## src/rtl/ladybird_inst_decoder.sv

```systemverilog
// RV32I instruction decoder: combinational field extraction feeding a two-entry
// (main + skid) output buffer so decode runs at full rate under backpressure.
module ladybird_inst_decoder #(
    parameter int XLEN = 32
) (
    input  logic            clk,
    input  logic            rst,
    input  logic            flush,
    input  logic            in_valid,
    output logic            in_ready,
    input  logic [31:0]     in_inst,
    input  logic [XLEN-1:0] in_pc,
    output logic            out_valid,
    input  logic            out_ready,
    output logic [XLEN-1:0] out_pc,
    output logic [2:0]      out_format,
    output logic [4:0]      out_opcode,
    output logic [4:0]      out_rd,
    output logic [4:0]      out_rs1,
    output logic [4:0]      out_rs2,
    output logic [2:0]      out_funct3,
    output logic [6:0]      out_funct7,
    output logic [XLEN-1:0] out_imm,
    output logic            out_illegal
);

    typedef enum logic [2:0] {
        FMT_R = 3'd0,
        FMT_I = 3'd1,
        FMT_S = 3'd2,
        FMT_B = 3'd3,
        FMT_U = 3'd4,
        FMT_J = 3'd5
    } fmt_e;

    localparam logic [4:0] OPC_LOAD     = 5'b00000;
    localparam logic [4:0] OPC_MISC_MEM = 5'b00011;
    localparam logic [4:0] OPC_OP_IMM   = 5'b00100;
    localparam logic [4:0] OPC_AUIPC    = 5'b00101;
    localparam logic [4:0] OPC_STORE    = 5'b01000;
    localparam logic [4:0] OPC_OP       = 5'b01100;
    localparam logic [4:0] OPC_LUI      = 5'b01101;
    localparam logic [4:0] OPC_BRANCH   = 5'b11000;
    localparam logic [4:0] OPC_JALR     = 5'b11001;
    localparam logic [4:0] OPC_JAL      = 5'b11011;
    localparam logic [4:0] OPC_SYSTEM   = 5'b11100;

    typedef struct packed {
        logic [XLEN-1:0] pc;
        logic [2:0]      format;
        logic [4:0]      opcode;
        logic [4:0]      rd;
        logic [4:0]      rs1;
        logic [4:0]      rs2;
        logic [2:0]      funct3;
        logic [6:0]      funct7;
        logic [XLEN-1:0] imm;
        logic            illegal;
    } rec_t;

    logic [4:0]  opc;
    logic [2:0]  f3;
    logic [6:0]  f7;
    fmt_e        fmt;
    logic        known;
    logic        bad_funct;
    logic [31:0] imm32;
    rec_t        dec;

    assign opc = in_inst[6:2];
    assign f3  = in_inst[14:12];
    assign f7  = in_inst[31:25];

    // Format class and opcode-specific funct legality.
    always_comb begin
        fmt       = FMT_I;
        known     = 1'b1;
        bad_funct = 1'b0;
        case (opc)
            OPC_LUI, OPC_AUIPC: fmt = FMT_U;
            OPC_JAL:            fmt = FMT_J;
            OPC_STORE: begin
                fmt       = FMT_S;
                bad_funct = (f3 >= 3'd3);
            end
            OPC_BRANCH: begin
                fmt       = FMT_B;
                bad_funct = (f3 == 3'd2) || (f3 == 3'd3);
            end
            OPC_OP: begin
                fmt = FMT_R;
                if (f7 == 7'h00)
                    bad_funct = 1'b0;
                else if (f7 == 7'h20)
                    bad_funct = !((f3 == 3'd0) || (f3 == 3'd5));
                else
                    bad_funct = 1'b1;
            end
            OPC_LOAD:
                bad_funct = (f3 == 3'd3) || (f3 == 3'd6) || (f3 == 3'd7);
            OPC_JALR:
                bad_funct = (f3 != 3'd0);
            OPC_OP_IMM: begin
                if (f3 == 3'd1)
                    bad_funct = (f7 != 7'h00);
                else if (f3 == 3'd5)
                    bad_funct = (f7 != 7'h00) && (f7 != 7'h20);
                else
                    bad_funct = 1'b0;
            end
            OPC_SYSTEM, OPC_MISC_MEM: bad_funct = 1'b0;
            default: known = 1'b0;
        endcase
    end

    always_comb begin
        imm32 = 32'd0;
        case (fmt)
            FMT_I: imm32 = {{20{in_inst[31]}}, in_inst[31:20]};
            FMT_S: imm32 = {{20{in_inst[31]}}, in_inst[31:25], in_inst[11:7]};
            FMT_B: imm32 = {{19{in_inst[31]}}, in_inst[31], in_inst[7],
                            in_inst[30:25], in_inst[11:8], 1'b0};
            FMT_U: imm32 = {in_inst[31:12], 12'd0};
            FMT_J: imm32 = {{11{in_inst[31]}}, in_inst[31], in_inst[19:12],
                            in_inst[20], in_inst[30:21], 1'b0};
            default: imm32 = 32'd0;
        endcase
    end

    always_comb begin
        dec         = '0;
        dec.pc      = in_pc;
        dec.format  = fmt;
        dec.opcode  = opc;
        dec.rd      = (fmt == FMT_S || fmt == FMT_B) ? 5'd0 : in_inst[11:7];
        dec.rs1     = (fmt == FMT_U || fmt == FMT_J) ? 5'd0 : in_inst[19:15];
        dec.rs2     = (fmt == FMT_R || fmt == FMT_S || fmt == FMT_B) ? in_inst[24:20] : 5'd0;
        dec.funct3  = (fmt == FMT_U || fmt == FMT_J) ? 3'd0 : f3;
        dec.funct7  = (fmt == FMT_R) ? f7 : 7'd0;
        dec.imm     = {{(XLEN-31){imm32[31]}}, imm32[30:0]};
        dec.illegal = (in_inst[1:0] != 2'b11) || !known || bad_funct;
    end

    rec_t main_reg;
    rec_t skid_reg;
    logic main_valid_reg;
    logic skid_valid_reg;

    assign in_ready  = !skid_valid_reg;
    assign out_valid = main_valid_reg;

    // Main refills whenever it is empty or draining; skid only catches the
    // item that arrives while main is stalled.
    always_ff @(posedge clk or posedge rst) begin
        if (rst) begin
            main_reg       <= '0;
            skid_reg       <= '0;
            main_valid_reg <= 1'b0;
            skid_valid_reg <= 1'b0;
        end else if (flush) begin
            main_valid_reg <= 1'b0;
            skid_valid_reg <= 1'b0;
        end else if (!main_valid_reg || out_ready) begin
            if (skid_valid_reg) begin
                main_reg       <= skid_reg;
                main_valid_reg <= 1'b1;
                skid_valid_reg <= 1'b0;
            end else if (in_valid) begin
                main_reg       <= dec;
                main_valid_reg <= 1'b1;
            end else begin
                main_valid_reg <= 1'b0;
            end
        end else if (in_valid && !skid_valid_reg) begin
            skid_reg       <= dec;
            skid_valid_reg <= 1'b1;
        end
    end

    assign out_pc      = main_reg.pc;
    assign out_format  = main_reg.format;
    assign out_opcode  = main_reg.opcode;
    assign out_rd      = main_reg.rd;
    assign out_rs1     = main_reg.rs1;
    assign out_rs2     = main_reg.rs2;
    assign out_funct3  = main_reg.funct3;
    assign out_funct7  = main_reg.funct7;
    assign out_imm     = main_reg.imm;
    assign out_illegal = main_reg.illegal;

endmodule

```

## config.mk

```make
export PLATFORM = sky130hd
export DESIGN_NAME = ladybird_inst_decoder
export DESIGN_NICKNAME = d
export VERILOG_FILES = /design/src/rtl/ladybird_inst_decoder.sv
export SDC_FILE = /design/constraint.sdc
export NUM_CORES = 1
export LEC_CHECK = 0
export ABC_AREA = 1
export CORE_AREA = 2 2 130 132
export DETAILED_ROUTE_END_ITERATION = 8
export DIE_AREA = 0 0 132 134
export GPL_TIMING_DRIVEN = 0
export HOLD_SLACK_MARGIN = 0.05
export PLACE_DENSITY = 0.95
export REMOVE_ABC_BUFFERS = 1
export SETUP_SLACK_MARGIN = 0.2
export SLEW_MARGIN = 20
export SYNTH_ARGS = -nofsm -noshare
export SYNTH_HDL_FRONTEND = slang
export SYNTH_SLANG_ARGS = --single-unit
```

## constraint.sdc

```tcl
create_clock -name clk -period 17.7 [get_ports clk]
set_clock_uncertainty 0.2 [all_clocks]
set_input_delay 5.31 -clock clk [delete_from_list [all_inputs] [get_ports clk]]
set_output_delay 5.31 -clock clk [all_outputs]
set_load 0.05 [all_outputs]
```

# Word-level counts from Yosys, hierarchy flattened
# Cells that the tools add are included.
dict set report classes {
  bitwise_logic 2
  order_cmp 1
  n_reduce_logical 30
  muxes 22
  eq_ne 24
}
# op count
set ops {}
lappend ops {{two-way mux 98 bit} 2}
lappend ops {{case mux 32 bit (5 select lines)} 1}
lappend ops {{== test 5 bit (second input constant)} 4}
lappend ops {{== test 3 bit (second input constant)} 5}
lappend ops {{== test 5 x 4 -> 1 bit (second input constant)} 3}
lappend ops {{two-way mux 5 bit} 3}
lappend ops {{case mux 3 bit (5 select lines)} 1}
lappend ops {{== test 3 x 2 -> 1 bit (second input constant)} 4}
lappend ops {{two-way mux 1 bit} 12}
lappend ops {{logical OR 1 bit} 11}
lappend ops {{OR reduction 11 bit} 1}
lappend ops {{== test 5 x 3 -> 1 bit (second input constant)} 2}
lappend ops {{== test 7 x 6 -> 1 bit (second input constant)} 1}
lappend ops {{logical NOT 7 bit} 1}
lappend ops {{two-way mux 7 bit} 1}
lappend ops {{inequality test 7 x 6 -> 1 bit (second input constant)} 1}
lappend ops {{nonzero test 7 bit} 1}
lappend ops {{== test 3 x 1 -> 1 bit (second input constant)} 2}
lappend ops {{logical NOT 3 bit} 2}
lappend ops {{case mux 1 bit (6 select lines)} 1}
lappend ops {{AND reduction 3 bit} 2}
lappend ops {{nonzero test 3 bit} 2}
lappend ops {{== test 5 x 2 -> 1 bit (second input constant)} 1}
lappend ops {{logical NOT 5 bit} 1}
lappend ops {{8 further kinds} 14}
dict set report word_totals {
  input_bits 69
  elab_cells 101
  reg_bits 198
}

# Depth between registers and ports, before layout
# Gate-level depths: netlist of the first run.
dict set report depth {
  depth_word 9
  depth_mapped 12
  ltp_nobuf 11
}

# Worst setup path after synthesis of the first run
# OpenSTA, ideal clock, no wires.
dict set report synth_timing {
  kind {register to output}
  from {register skid_valid_reg}
  to {output in_ready}
  t_arrival_ps 1492
  required_time_ps 12190
  path_slack_ps 10698
  n_path_buf 4
  path_stages_with_launch 6
  cell_sequence {dfrtp_1 buf_2 inv_1 buf_2 buf_2 clkbuf_1}
}
dict set report synth_between {
  elab_chain_cells 1
}
# element line
set synth_lines {}
lappend synth_lines {{start, declared} 147} ;# logic skid_valid_reg;
lappend synth_lines {{start signal, assigned} 159} ;# skid_valid_reg <= 1'b0;
lappend synth_lines {{start signal, assigned} 162} ;# skid_valid_reg <= 1'b0;
lappend synth_lines {{start signal, assigned} 167} ;# skid_valid_reg <= 1'b0;
lappend synth_lines {{logical NOT 1 bit} 149} ;# assign in_ready = !skid_valid_reg;
lappend synth_lines {{end, declared} 10} ;# output logic in_ready,
# Every way passes these cells.

# Final worst setup path of the first run
# Same ends and word-level chain as after synthesis.

==> results of run 1 <==
==> routing by layer <==
metal  vias up  part of all wire, %  wire [um]
li1       3881                    -          -
met1      3953                   42       9940
met2       340                   49      11700
met3        42                  7.3       1730
met4         0                  1.9        459
met5         -                    0          0
==> layout make-up <==
class	count	area [um^2]
Fill cell	1254	4620
Timing Repair Buffer	175	1870
Inverter	95	369
Tap cell	220	275
Clock inverter	13	225
Sequential cell	198	4960
Clock buffer	19	443
Multi-Input combinational cell	779	3530
==> worst max-delay path by stage <==
stage,end,slack (ps)
3_3_place_gp,out_imm[15]$_DFFE_PP0P_,4260
3_5_place_dp,out_funct7[1]$_DFFE_PP0P_,9480
5_1_grt,in_ready,9280
6_report,in_ready,9370
4_1_cts,in_ready,9380
2_1_floorplan,out_format[0]$_DFFE_PP0P_,6790
==> cell usage after synthesis <==
cell type,n,area (um^2)
a21oi_1,50,250
a21oi_2,8,70.1
a21oi_4,1,16.3
a31oi_1,1,6.26
buf_1,7,26.3
buf_12,2,40.0
buf_2,16,80.1
buf_4,2,15.0
buf_6,2,22.5
clkbuf_1,41,154
clkbuf_8,1,13.8
dfrtp_1,198,4950
inv_1,88,330
inv_2,7,26.3
nand2_1,373,1400
nand2_2,6,37.5
nand2_4,2,22.5
nand3_1,21,105
nand3_2,6,60.1
nand3_4,1,17.5
nand4_1,1,6.26
nor2_1,62,233
nor2_2,2,12.5
nor2_4,3,33.8
nor3_1,1,5.00
o2111ai_1,1,8.76
o21a_1,4,30.0
o21ai_0,214,1070
o21ai_1,19,95.1
o21ai_2,3,26.3
==> cells by family (layout without fill, tap and decap cells) <==
group,count (synthesis),after routing,share of synthesized area (%)
AOI/OAI and AO/OA,301,301,17.2
DFF,198,198,54.0
buffers and inverters,166,302,7.72
and+or+nand+nor,478,478,21.1
==> cell usage in the layout (no fill, tap or decap), drive strengths merged <==
| cell | n |
|---|---|
| o21a | 4 |
| clkinv | 5 |
| inv | 96 |
| nand2 | 381 |
| o2111ai | 1 |
| nand3 | 28 |
| o21ai | 236 |
| clkinvlp | 1 |
| a21oi | 59 |
| buf | 7 |
| clkdlybuf4s50 | 168 |
| nand4 | 1 |
| bufinv | 6 |
| dfrtp | 198 |
| clkbuf | 19 |
| a31oi | 1 |
| nor2 | 67 |
| nor3 | 1 |
==> power groups by stage <==
stage | clock, mW | combinational [mW] | sequential [mW]
finish | 0.439 | 0.380 | 0.592
global route | 0.462 | 0.411 | 0.601
CTS | 0.443 | 0.382 | 0.591
detailed placement | 0 | 0.380 | 0.599
global placement | 0 | 0.369 | 0.593
floorplan | 0 | 0.117 | 0.720
==> worst reg2reg max path, stage by stage, from the launching register on <==
cell,delay (ps)
dfrtp_4,940
nor2_1,150
nor2_1,200
nand2_4,310
buf_16,320
inv_1,700
o21ai_0,260
o21ai_0,240
==> results by stage, run 1 <==
Power and ir drop:
- Sequential cells account for around two fifths of the total power.
- VDD sags by at most about 0.00007 V.
- The switching power of the nets is around 470 uW.
- The power per cell area is around 120 nW/um^2.
- In this run, the clock network consumes approximately 31% of the power.
- The net switching share of the total power is 33.3%.
- The analysis attributes to cell leakage a power of around 5.7 nW.
- The total power after layout is 1.41 mW.
- The combinational group share of total power is a little over a quarter.
- The internal portion of the total power is ~940 uW.

Clock network:
- Gates resized during post-CTS repair numbered 0.
- Hold repair after CTS inserted 0 buffers.
- The CTS tree is built.
- CTS placed an instance of clkbuf_16 at the clock tree root.
- The clock-pin slew on the worst setup and hold paths is around 70 ps.
- The number of buffers on the longest clock path is 2.
- Clock latency on the worst-skew pair, taken at its later pin, is between 400 and 500 ps.
- The post-CTS setup repair buffer count is 0.
- The number of sinks driven by the clock tree is 198.
- The CTS buffer count is 17.
- The count of H-tree levels built during CTS is 4.

STA:
- The final-report setup violation count is 0.
- After layout, the worst setup slack is between 9000 and 10,000 ps.
- The final max-slew violation count came to 0.
- The final hold slack is between 200 and 300 ps.
- The post-route fraction of the period consumed by the critical path is around 47%.
- The relative slew slack is between 40% and 50%.
- For the final routed database, the setup TNS stands at 0 ps.
- The minimum period implied by the final worst setup slack is 8330 ps.
- For the pin with the worst max-slew slack, the measured transition is 870 ps.
- The maximum operating frequency is 120 MHz.
- The hold violation total from the final report is 0.
- Setup repair after global routing left no endpoint under its margin.

Worst setup path:
- The category of the most critical setup path is reg2out.
- The kind of cell with the highest combined delay along the critical path is buffers and inverters.
- The critical path data required time is 12,190 ps.
- The cell count of the worst reg-to-reg path is 7.
- The worst setup path is launched from a register.
- The count of buffer and inverter cells on the critical path is 3.
- The largest individual stage delay along the critical path comes from the cell clkdlybuf4s50_1.
- Counting buffers and inverters, the worst setup path is 3 cells deep.
- The first element of the critical path is skid_valid_reg$_DFFE_PP0P_.
- The arrival time of the worst setup path is between 2000 and 3000 ps.
- The critical path goes through inv_6 > buf_16 > clkdlybuf4s50_1.
- The end of the worst register-to-register path is out_imm[8]$_DFFE_PP0P_.
- The worst register-to-register path begins at skid_valid_reg$_DFFE_PP0P_.
- Along the worst path, the maximum fanout reaches between 100 and 150.
- On the worst path, the slowest cell contributes a delay of 880 ps.
- The reg-to-reg setup timing slack is between 10,000 and 15,000 ps.
- The sort of element at the end of the critical path is a primary output.

Placement:
- At the end of routability-driven placement, the weighted congestion stood at about 0.85.
- The worst slack after detailed placement is 9480 ps.
- After detailed placement, the design holds a cell count of approximately 1,500.
- The estimated wirelength of the detail-placed design is 15,100 um.
- The number of port buffers is between 150 and 200.
- The area of placed instances is between 10,000 and 15,000 um^2.

Layout:
- The number of standard cells in the layout, taps in and fillers out is 1,499.
- The post-route netlist has under 10% of its cells at a drive strength greater than 1.
- The finished cells cover approximately 12,000 um^2.
- The relative area change from synthesis to final layout is 27.2%.
- After the last flow step, the layout net total stands at between 1,000 and 1,500.
- The final cell utilization of the core is about 72%.
- The number of antenna diodes in the final layout is 0.
- The flip-flop count of the largest register after layout is 98.

GRT:
- The number of antenna violations at the first check in global routing came to 0.
- Entering global routing, the biggest net connects ~110 pins.
- The met2 usage in global routing is between 40% and 50%.
- The first-pass GRT wire length is just under 40,000 um.
- The most crowded layer after global routing is met2.
- The global routing usage on met1 is approximately 37%.
- Summed over all layers, the global routing overflow is 0.
- The met3 routing resource usage after global routing is under 10%.
- In the global route stage, overall resource usage came out at 27.6%.
- The via count of the first global-routing pass is 7,976.

Synthesis:
- A synthesized cell averages ~8.0 um^2.
- The sequential element share of the synthesized area is 54.0%.
- The Yosys step of the flow raised 0 warnings.
- The synthesized netlist occupies a cell area of 9170 um^2.
- Synthesis inferred between 150 and 200 register bits.
- The number of standard cells after synthesis is roughly 1,100.
- The unique cell type count in the Yosys netlist is 30.

Detailed routing:
- The initial detailed-routing violation count is 777.
- The total wire length is around 24,000 um.
- Summing over every cut layer, the via total after detailed routing is 8,216.
- The detailed-routing iteration count for the pre-antenna-repair pass is 6.
- In the routed layout, each cell is associated on average with a via count of about 5.5.
- The number of nets with antenna violations after routing is 0.
- In the routed design, unresolved DRC markers number 0.
- Dividing the detail-routed wire length by the instance count gives 15.9 um.

Min path:
- In this run the most critical hold path is launched from out_imm[11]$_DFFE_PP0P_.
- The instance count along the most critical hold path is 2.
- The capture endpoint of the worst hold path is out_imm[11]$_DFFE_PP0P_.
- The path class of the tightest hold or removal check is reg2reg.

Run:
- The max-cap check violation count is 0.

Outcome:
- The run finished with clean final reports.

Floorplanning:
- The number of top-level pins is between 150 and 200.
- For this configuration, the core starts out at a cell density of 56.3%.
- The die boundary width is between 100 and 150 um.
- The die covers between 15,000 and 20,000 um^2.
- From bottom edge to top edge, the die measures 134 um.
- The floorplan has 47 rows.
- The floorplan step defined a core boundary enclosing around 16,000 um^2.
(Power assumes the default switching activity.)
==> inputs of run 2 (changes only) <==
CORE_AREA = 2 2 135 137   (was 2 2 130 132)
DIE_AREA = 0 0 137 139   (was 0 0 132 134)
PLACE_DENSITY = 0.9   (was 0.95)
clock period = 8.7 ns   (was 17.7 ns; I/O delays follow)
==> results by stage, run 2 (synthesis gave the netlist of run 1 again) <==
Clock network:
- The clock tree synthesis step divided the H-tree into 4 levels.
- The clock-pin slew on the worst setup and hold paths is around 70 ps.
- The number of sinks driven by the clock tree is 198.
- The number of buffers on the longest clock path is 2.
- The clock insertion delay at the later pin of the skew report is around 420 ps.
- Once the clock tree was built, the setup fixing pass inserted 0 buffers.
- The cell chosen for the clock root is clkbuf_16.
- The CTS buffer count is 17.
- TritonCTS built the clock tree.
- The hold-fix buffer count after cts is 0.
- The number of gates given a new drive strength after cts is 0.

Layout:
- The net total in the final layout is 1,335.
- The relative area change from synthesis to final layout is 26.1%.
- The top cell types in the final layout, fill and taps aside, are nand2_1, o21ai_0, dfrtp_1.
- The number of standard cells in the layout, taps in and fillers out is about 1,500.
- The finished layout cell area is 11,600 um^2.
- The repair_antennas step left the layout with diodes totalling 0.
- The library cell used most frequently in the layout, excluding fill and tap cells, is nand2_1.
- The register with the most flip-flops in the layout has roughly 100 of them.
- The share of cells above drive strength 1 is roughly 6.3%.

Power and ir drop:
- Sequential cells burn roughly 44% of the power.
- Combinational cells account for between 20% and 30% of the total power.
- The internal portion of the total power is roughly 1.8 mW.
- The switching power of the nets is approximately 940 uW.
- In this run switching power makes up approximately 34% of total power.
- In this run the static leakage power is approximately 5.7 nW.
- The worst IR drop on VDD is ~0.00015 V.
- The share of total power dissipated in the clock network is 28.4%.
- Power spread over the standard cell area amounts to 237 nW/um^2.
- Overall power consumption after layout is estimated at ~2.7 mW.

Detailed routing:
- After detailed routing, the number of remaining DRC violations is 0.
- After detailed routing, the number of vias per cell comes to between 5 and 6.
- The first routing iteration left 670 violations.
- The detailed router placed about 8,000 vias in this run.
- In the final routed layout, each cell accounts on average for between 15 and 20 um.
- Wires add up to approximately 23,000 um.
- Once detail routing completed, the nets flagged for antenna violations numbered 0.
- The first TritonRoute pass finished after 5 iterations.

STA:
- The final hold slack is approximately 280 ps.
- Headroom to the max-slew limit came out at approximately two fifths.
- The final max-slew violation count is 0.
- The final critical path takes up about two thirds of the cycle.
- The minimum period implied by the final worst setup slack is about 5700 ps.
- The hold violation total from the final report is 0.
- Setup repair after global routing left no endpoint under its margin.
- The final-report setup violation count is 0.
- The final setup TNS is 0 ps.
- At the pin with the least slew margin, the transition time is 878 ps.
- Based on the critical path, the design can be clocked at up to 175 MHz.

Floorplanning:
- The number of top-level pins is between 150 and 200.
- The floorplan has 49 rows.
- The die covers about 19,000 um^2.
- The starting density of the core is between 50% and 60%.
- The area of the placeable core is around 18,000 um^2.
- The height of the chip is ~140 um.
- The floorplan step set the die width to 137 um.

GRT:
- The overall global routing resource usage is between 20% and 30%.
- The first global-routing pass estimated 37,500 um of wire.
- The total overflow left after global routing is 0.
- Entering global routing, the biggest net connects 84 pins.
- The number of antenna violations at the first check in global routing is 0.
- The via count of the first global-routing pass was 7,691.

Worst setup path:
- The arrival time of the worst setup path is 2890 ps.
- The sort of element at the end of the critical path is a primary output.
- The worst setup path is launched from a register.
- The category of the most critical setup path is reg2out.
- Data on the critical path is required at its endpoint by about 5900 ps.
- The largest fanout on the critical path is just over 70.

Outcome:
- The run finished with clean final reports.

Placement:
- The placer congestion estimate is approximately 0.82.
- The number of placed instances, taps included, is approximately 1,500.
- Summed over all nets, the half-perimeter wirelength after detailed placement is ~15,000 um.
- Once placement finished, the instance area stood at around 11,000 um^2.
- The number of port buffers is around 170.

Run:
- Max-cap violations in this run came to 0.

Min path:
- The kind of path behind the tightest hold check is reg2reg.
==> run 2: changes by cell type in the layout (fill, tap and decap cells not counted), sizes merged <==
cell,delta
bufinv,-4
clkbuf,+2
clkinv,-1
clkinvlp,+1
inv,+2
==> run 2: through the flow <==
step / utilization [%] / setup WS [ps]
2_1_floorplan: - / 395
3_3_place_gp: 61.1 / -3680
3_5_place_dp: 62.3 / 3090
4_1_cts: 65.5 / 2980
5_1_grt: 65.5 / 2860
6_report: 65.5 / 3000
==> run 2: final timing paths <==
path,cells after the start,startpoint,slack [ps],end
hold / removal,2,out_rd[1]$_DFFE_PP0P_,280,out_rd[1]$_DFFE_PP0P_
max in group asynchronous,3,rst,5200,skid_valid_reg$_DFFE_PP0P_
setup / recovery,3,skid_valid_reg$_DFFE_PP0P_,3000,in_ready
min in group asynchronous,2,rst,2370,out_imm[3]$_DFFE_PP0P_
hold reg to reg,2,out_rd[1]$_DFFE_PP0P_,280,out_rd[1]$_DFFE_PP0P_
setup reg to reg,7,skid_valid_reg$_DFFE_PP0P_,5230,skid_reg[0]$_DFFE_PP0P_
==> run 2: per-layer routing <==
metal | share of wire [%] | global-route usage [%] | wire, um
met1 | 43 | 32.5 | 9750
met3 | 6.8 | 5.08 | 1540
met2 | 48 | 39.8 | 10800
met5 | 0 | 0 | 0
met4 | 2.4 | 9.01 | 539
==> run 2: cell type report <==
class | instances | area (um^2)
inverter | 95 | 369
clock buffer | 21 | 450
timing repair buffer | 175 | 1850
fill | 1454 | 6090
clock inverter | 11 | 121
multi-input combinational | 779 | 3530
sequential | 198 | 4960
tap | 229 | 287
==> run 2: power by group through the flow <==
| stage | clock (mW) | combinational, mW | sequential [mW] |
|---|---|---|---|
| after CTS | 0.790 | 0.772 | 1.20 |
| after detailed placement | 0 | 0.768 | 1.21 |
| after global placement | 0 | 0.751 | 1.21 |
| final | 0.778 | 0.765 | 1.20 |
| after global routing | 0.832 | 0.832 | 1.22 |
| after floorplan | 0 | 0.238 | 1.47 |
==> run 2: critical path, cell delays in order, from the launching register on <==
cell,delay (ps)
dfrtp_4,770
inv_6,460
buf_16,330
clkdlybuf4s50_1,860
